--- src/rtl/flash_bus_arb_pkg.sv ---
// -----------------------------------------------------------------------------
// flash_bus_arb_pkg
// Shared definitions for the parallel NOR flash read arbiter:
//   - flash address / data widths
//   - default access and recovery timing (in clk cycles)
//   - read-sequencer state encoding
//   - helper that sizes the timing counter
// -----------------------------------------------------------------------------
package flash_bus_arb_pkg;

    localparam int ADDR_W     = 25;
    localparam int DATA_W     = 16;
    localparam int DEF_T_ACC  = 6;
    localparam int DEF_T_HOLD = 2;

    typedef enum logic [1:0] {
        ST_IDLE    = 2'd0,
        ST_SETUP   = 2'd1,
        ST_ACCESS  = 2'd2,
        ST_RECOVER = 2'd3
    } state_e;

    // Counter must hold the largest of the two phase lengths without wrapping.
    function automatic int cnt_width(input int t_acc, input int t_hold);
        int m;
        m = (t_acc > t_hold) ? t_acc : t_hold;
        return $clog2(m + 1);
    endfunction

endpackage

--- src/rtl/flash_bus_arb_rr_arb2.sv ---
// -----------------------------------------------------------------------------
// flash_rr_arb2
// Combinational two-input round-robin arbiter. The pointer register lives in
// the parent; this block only decides.
//   req_i   [1:0] : request levels, bit N = requester N
//   last_i        : requester served most recently (loses a tie)
//   grant_o [1:0] : one-hot grant, 2'b00 when nobody requests
// -----------------------------------------------------------------------------
module flash_rr_arb2
    import flash_bus_arb_pkg::*;
(
    input  logic [1:0] req_i,
    input  logic       last_i,
    output logic [1:0] grant_o
);

    // One-hot grant: a lone requester always wins, a tie goes to the one not served last.
    always_comb begin
        grant_o = 2'b00;
        case (req_i)
            2'b01:   grant_o = 2'b01;
            2'b10:   grant_o = 2'b10;
            2'b11:   grant_o = last_i ? 2'b01 : 2'b10;
            default: grant_o = 2'b00;
        endcase
    end

endmodule

--- src/rtl/flash_bus_arb.sv ---
// -----------------------------------------------------------------------------
// flash_bus_arb
// Round-robin arbiter and timed asynchronous read sequencer for the shared
// parallel NOR flash bus. One read cycle per grant:
//   IDLE -> SETUP (address only) -> ACCESS (CE#/OE# low T_ACC cycles, capture
//   on last) -> RECOVER (strobes high, address held T_HOLD cycles) -> IDLE.
// Ports:
//   clk, rst                 : clock, synchronous active-high reset
//   rqN_req / rqN_addr       : request level and word address of requester N
//   rqN_ack                  : one-cycle pulse, address accepted
//   rqN_rdata / rqN_valid    : captured data, valid one-cycle pulse
//   fl_cen/fl_oen/fl_wen     : active-low flash strobes (WE# always high)
//   fl_a                     : flash word address
//   fl_d_in                  : flash data from the pad
//   fl_bus_en                : pad drive enable, 0 releases the pins
// All outputs come straight from registers.
// -----------------------------------------------------------------------------
module flash_bus_arb
    import flash_bus_arb_pkg::*;
#(
    parameter int T_ACC  = DEF_T_ACC,
    parameter int T_HOLD = DEF_T_HOLD
) (
    input  logic              clk,
    input  logic              rst,
    input  logic              rq0_req,
    input  logic [ADDR_W-1:0] rq0_addr,
    output logic              rq0_ack,
    output logic [DATA_W-1:0] rq0_rdata,
    output logic              rq0_valid,
    input  logic              rq1_req,
    input  logic [ADDR_W-1:0] rq1_addr,
    output logic              rq1_ack,
    output logic [DATA_W-1:0] rq1_rdata,
    output logic              rq1_valid,
    output logic              fl_cen,
    output logic              fl_oen,
    output logic              fl_wen,
    output logic [ADDR_W-1:0] fl_a,
    input  logic [DATA_W-1:0] fl_d_in,
    output logic              fl_bus_en
);

    localparam int            CW        = cnt_width(T_ACC, T_HOLD);
    localparam logic [CW-1:0] CNT_ZERO  = CW'(0);
    localparam logic [CW-1:0] CNT_ONE   = CW'(1);
    localparam logic [CW-1:0] ACC_LAST  = CW'(T_ACC - 1);
    localparam logic [CW-1:0] HOLD_LAST = CW'(T_HOLD - 1);

    state_e              state_q,  state_d;
    logic [CW-1:0]       cnt_q,    cnt_d;
    logic                ptr_q,    ptr_d;     // requester preferred on a tie
    logic                gnt_q,    gnt_d;     // requester owning the current cycle
    logic                cen_q,    cen_d;
    logic                oen_q,    oen_d;
    logic                wen_q;
    logic                bus_en_q, bus_en_d;
    logic [ADDR_W-1:0]   fl_a_q,   fl_a_d;
    logic                ack0_q,   ack0_d;
    logic                ack1_q,   ack1_d;
    logic                valid0_q, valid0_d;
    logic                valid1_q, valid1_d;
    logic [DATA_W-1:0]   rdata0_q, rdata0_d;
    logic [DATA_W-1:0]   rdata1_q, rdata1_d;

    logic [1:0]          req_s;
    logic [1:0]          grant_s;

    assign req_s = {rq1_req, rq0_req};

    // The arbiter wants the last-served requester, i.e. the one not preferred.
    flash_rr_arb2 u_arb (
        .req_i   (req_s),
        .last_i  (~ptr_q),
        .grant_o (grant_s)
    );

    // State and output registers with synchronous reset.
    always_ff @(posedge clk) begin
        if (rst) begin
            state_q  <= ST_IDLE;
            cnt_q    <= CNT_ZERO;
            ptr_q    <= 1'b0;
            gnt_q    <= 1'b0;
            cen_q    <= 1'b1;
            oen_q    <= 1'b1;
            wen_q    <= 1'b1;
            bus_en_q <= 1'b0;
            fl_a_q   <= {ADDR_W{1'b0}};
            ack0_q   <= 1'b0;
            ack1_q   <= 1'b0;
            valid0_q <= 1'b0;
            valid1_q <= 1'b0;
            rdata0_q <= {DATA_W{1'b0}};
            rdata1_q <= {DATA_W{1'b0}};
        end else begin
            state_q  <= state_d;
            cnt_q    <= cnt_d;
            ptr_q    <= ptr_d;
            gnt_q    <= gnt_d;
            cen_q    <= cen_d;
            oen_q    <= oen_d;
            wen_q    <= 1'b1;
            bus_en_q <= bus_en_d;
            fl_a_q   <= fl_a_d;
            ack0_q   <= ack0_d;
            ack1_q   <= ack1_d;
            valid0_q <= valid0_d;
            valid1_q <= valid1_d;
            rdata0_q <= rdata0_d;
            rdata1_q <= rdata1_d;
        end
    end

    // Next-state logic of the read sequencer.
    always_comb begin
        state_d = state_q;
        case (state_q)
            ST_IDLE: begin
                if (grant_s != 2'b00) state_d = ST_SETUP;
                else                  state_d = ST_IDLE;
            end
            ST_SETUP:   state_d = ST_ACCESS;
            ST_ACCESS: begin
                if (cnt_q == ACC_LAST) state_d = ST_RECOVER;
                else                   state_d = ST_ACCESS;
            end
            ST_RECOVER: begin
                if (cnt_q == HOLD_LAST) state_d = ST_IDLE;
                else                    state_d = ST_RECOVER;
            end
            default:    state_d = ST_IDLE;
        endcase
    end

    // Next values of counter, pointer, strobes, handshakes and read data.
    always_comb begin
        cnt_d    = cnt_q;
        ptr_d    = ptr_q;
        gnt_d    = gnt_q;
        cen_d    = cen_q;
        oen_d    = oen_q;
        bus_en_d = bus_en_q;
        fl_a_d   = fl_a_q;
        ack0_d   = 1'b0;
        ack1_d   = 1'b0;
        valid0_d = 1'b0;
        valid1_d = 1'b0;
        rdata0_d = rdata0_q;
        rdata1_d = rdata1_q;
        case (state_q)
            ST_IDLE: begin
                cen_d = 1'b1;
                oen_d = 1'b1;
                cnt_d = CNT_ZERO;
                if (grant_s != 2'b00) begin
                    gnt_d    = grant_s[1];
                    ptr_d    = ~grant_s[1];
                    fl_a_d   = grant_s[1] ? rq1_addr : rq0_addr;
                    ack0_d   = grant_s[0];
                    ack1_d   = grant_s[1];
                    bus_en_d = 1'b1;
                end else begin
                    bus_en_d = 1'b0;
                end
            end
            ST_SETUP: begin
                // Address has had one cycle of setup; drop both strobes together.
                cen_d = 1'b0;
                oen_d = 1'b0;
                cnt_d = CNT_ZERO;
            end
            ST_ACCESS: begin
                if (cnt_q == ACC_LAST) begin
                    // Capture on the same edge that raises the strobes.
                    cen_d = 1'b1;
                    oen_d = 1'b1;
                    cnt_d = CNT_ZERO;
                    if (gnt_q) begin
                        rdata1_d = fl_d_in;
                        valid1_d = 1'b1;
                    end else begin
                        rdata0_d = fl_d_in;
                        valid0_d = 1'b1;
                    end
                end else begin
                    cnt_d = cnt_q + CNT_ONE;
                end
            end
            ST_RECOVER: begin
                if (cnt_q == HOLD_LAST) begin
                    bus_en_d = 1'b0;
                    cnt_d    = CNT_ZERO;
                end else begin
                    cnt_d = cnt_q + CNT_ONE;
                end
            end
            default: begin
                cen_d    = 1'b1;
                oen_d    = 1'b1;
                bus_en_d = 1'b0;
                cnt_d    = CNT_ZERO;
            end
        endcase
    end

    assign rq0_ack   = ack0_q;
    assign rq1_ack   = ack1_q;
    assign rq0_valid = valid0_q;
    assign rq1_valid = valid1_q;
    assign rq0_rdata = rdata0_q;
    assign rq1_rdata = rdata1_q;
    assign fl_cen    = cen_q;
    assign fl_oen    = oen_q;
    assign fl_wen    = wen_q;
    assign fl_a      = fl_a_q;
    assign fl_bus_en = bus_en_q;

endmodule
--- config.mk ---
export PLATFORM = sky130hd
export DESIGN_NAME = flash_bus_arb
export DESIGN_NICKNAME = d
export VERILOG_FILES = /design/src/rtl/flash_bus_arb_pkg.sv /design/src/rtl/flash_bus_arb_rr_arb2.sv /design/src/rtl/flash_bus_arb.sv
export SDC_FILE = /design/constraint.sdc
export NUM_CORES = 1
export LEC_CHECK = 0
export CORE_ASPECT_RATIO = 1.4
export CORE_MARGIN = 2
export CORE_UTILIZATION = 44
export CTS_BUF_LIST = sky130_fd_sc_hd__clkbuf_4 sky130_fd_sc_hd__clkbuf_8
export DETAILED_ROUTE_END_ITERATION = 6
export GPL_TIMING_DRIVEN = 0
export PLACE_DENSITY = 0.87
export SETUP_SLACK_MARGIN = 0.5
export SLEW_MARGIN = 10
export SYNTH_ARGS = -nofsm -noshare
export SYNTH_HDL_FRONTEND = slang
export SYNTH_SLANG_ARGS = --single-unit
--- constraint.sdc ---
create_clock -name clk -period 2.7 [get_ports clk]
set_clock_uncertainty 0.1 [all_clocks]
set_input_delay 0.54 -clock clk [delete_from_list [all_inputs] [get_ports clk]]
set_output_delay 0.54 -clock clk [all_outputs]
set_load 0.1 [all_outputs]
==> impl_results.md <==
- Status: finished, final reports clean
- Post-Synth Adder-Cell Area: 0
- Int Power: 1.76 mW
- Routability cong.: 0.824
- Global-route wire length before repair: 12,700 um
- Hold buffers post-CTS: 0
- Crit path launch: fl_a[13]
- Power Total: 2.71 mW
- Critical path buffers and inverters: 1
- CP Launch Type: flip-flop
- Wirelength per Cell: 15.0 um
- Cell Rows: 33
- Synthesized area per cell: 8.87 um^2
- Most frequent cells in the layout: nand2_1, dfxtp_1, clkdlybuf4s50_1, a21oi_1, clkdlybuf4s15_1
- Mux contribution to synthesized area: 0
- WHS: 0.356 ns
- Sequential share of the synthesized area: 0.530
- Net count, final: 512
- Die span in x: 69.5 um
- Syn_nets: 368
- Pwr Density: 653 nW/um^2
- Setup TNS after final layout: 0 ns
- Post-route insts no fill: 517
- Share of the synthesized area in the top cell type: 0.530
- CTS root buf: clkbuf_8
- Synth unique cells: 30
- Slowest-stage cell, CP: clkdlybuf4s15_1
- Number of flops mapped to enable cells by yosys: 0
- Slew Limit Fails: 0
- Largest family of logic cells by synthesized area: compound AO/OA/AOI/OAI gates
- Static Leak: 1.64 nW
- Share of layout cells above drive strength 1: 0.141
- Max_cap viols: 0
- RR Startpoint: state_q[1]
- Max VDD drop: 0.393 mV
- R2R setup slack: 1.00 ns
- Fmax: 461 MHz
- Clock network fraction of design power: 0.320
- Inst Count DP: 501
- First-pass DRT Iterations: 4
- Seq pwr share: 0.412
- R2R cell count: 6
- Reg2reg end: fl_a[20]
- Critical Path End: fl_a[13]
- Switching power of the nets: 949 uW
- Period Utilization, post-route: 0.803
- Clock sinks: 70
- Clock Tree Buf Depth: 2
- WP depth: 1
- Switching Share: 0.351
- Area leader, netlist: dfxtp_1
- H-tree depth: 3
- Synth Area in Simple Gates: 0.198
- Largest net degree at the start of global routing: 14
- Max FO, Critical Path: 2
- Detailed placement HPWL: 5820 um
- Tightest Pin Transition: 1.00 ns
- Die area: 6650 um^2
- Starting DRT DRC Count: 173
- Crit Path Category: reg2out
- Area Overhead vs Synth: 56.9%
- Die Y: 95.7 um
- Area contributors post-synth: dfxtp_1, nand2_1, a21oi_1
- Synthesized instance count: 298
- Count of input and output buffers: 133
- DRT antenna net count: 0
- Vias/cell: 5.25
- Initial Utilization: 0.454
- CP top delay family: buffers and inverters
- Final WL: 7740 um
- Via count: 2,715
- GRT Total Usage: 0.243
- Post-layout util: 0.712
- Synthesized area: 2640 um^2
- DRC viols: 0
- Max incr delay on CP: 0.84 ns
- FF+latch area: 1400 um^2
- Number of global-route vias before repair: 2,725
- Fillers: 463
- Clk Latency, worst-skew pair: 0.34 ns
- Type of the worst min-delay path: reg2reg
- Setup repair bufs after CTS: 0
- Clock-pin slew on the worst setup and hold paths: 0.07 ns
- Post-synth ARST share: 0
- Synth warn: 0
- Footprint of the multi-input gates: 1070 um^2
- Critical Path, Cell by Cell: clkdlybuf4s15_1
- CP Capture Type: output port
- GRT overflow: 0
- Core box area: 5820 um^2
- Final Hold Fails: 0
- Synth Flop Type: dfxtp_1
- RSZ-0062 raised after global routing: false
- CTS Buf Count: 9
- Ports: 135
- Synth Area in XOR/XNOR: 0.00331
- Commonest non-fill, non-tap cell in the layout: nand2_1
- Synthesized flop and latch total: 70
- Compound-Gate Fraction of Synth Area: 0.201
- # diodes: 0
- Crit path DAT: 1.53 ns
- Required time of the critical path: 2.06 ns
- Final setup vio count: 0
- Initial antenna violation count: 0
- Comb pwr share: 0.268
- Crit path time final: 2.17 ns
- CTS tree: done
- Relative slew slack: 0.335
[worst min-delay path by stage]
stage | endpoint | cells past startpoint | start | slack, ns
2_1_floorplan | ptr_q | 2 | ptr_q | 0.34
3_3_place_gp | rq1_rdata[11] | 2 | rq1_rdata[11] | 0.34
3_5_place_dp | rq1_rdata[11] | 2 | rq1_rdata[11] | 0.35
4_1_cts | rq1_rdata[11] | 2 | rq1_rdata[11] | 0.36
5_1_grt | rq0_rdata[2] | 2 | rq0_rdata[2] | 0.38
6_report | rq0_rdata[2] | 2 | rq0_rdata[2] | 0.36
[Yosys cell counts, types with 3 or more instances]
cell,n
nor2_1,14
buf_2,4
nand2_1,82
o21ai_0,4
a222oi_1,10
dfxtp_1,70
a21oi_1,51
a22oi_1,15
clkbuf_1,10
nor3_4,3
inv_1,3
buf_6,6
buf_4,5
[state kept, by name, summed over array words and instances (netlist names)]
name       cells
cnt_q          3
rq0_valid      1
gnt_q          1
rq1_ack        1
fl_a          25
state_q        2
fl_oen         1
rq1_rdata     16
fl_bus_en      1
ptr_q          1
rq0_rdata     16
rq1_valid      1
rq0_ack        1
[power by group through the flow]
stage | clock network [mW] | logic, mW | registers, mW
2_1_floorplan | 0 | 0.189 | 1.46
3_3_place_gp | 0 | 0.746 | 1.14
3_5_place_dp | 0 | 0.754 | 1.14
4_1_cts | 0.886 | 0.730 | 1.11
5_1_grt | 0.931 | 0.759 | 1.12
6_report | 0.866 | 0.724 | 1.12
[per-stage QoR]
| stage | area [um^2] | setup WS (ns) |
|---|---|---|
| finish | 4150 | 0.531 |
| global route | 4150 | 0.500 |
| CTS | 4220 | 0.377 |
| detailed placement | 4060 | 0.408 |
| global placement | 4060 | 0.435 |
| floorplan | 2640 | 0.686 |
[layout make-up]
class	instances	area share
sequential	70	0.338
timing repair buffer	133	0.292
multi-input combinational	200	0.257
buffer	25	0.0392
clock buffer	10	0.0332
tap	70	0.0211
clock inverter	6	0.0166
inverter	3	0.00272
[routing by layer]
layer	vias to the layer above	share of wire	track usage
li1	1317	-	-
met1	1259	0.37	0.259
met2	112	0.52	0.440
met3	27	0.069	0.0618
met4	0	0.041	0.137
met5	-	0	0
[kinds of logic (layout without fill, tap and decap cells)]
| logic type | after synthesis | in the layout |
|---|---|---|
| AO/OA/AOI/OAI | 85 | 85 |
| XOR/XNOR | 1 | 1 |
| AND/OR/NAND/NOR | 113 | 113 |
| buffers and inverters | 28 | 177 |
| flip-flops | 70 | 70 |
| other | 1 | 1 |
[repair_timing]
| item | CTS | global route |
|---|---|---|
| setup endpoints to repair | 64 | 56 |
| cloned | 0 | 0 |
| resized for setup | 86 | 64 |
(Power assumes the default switching activity.)
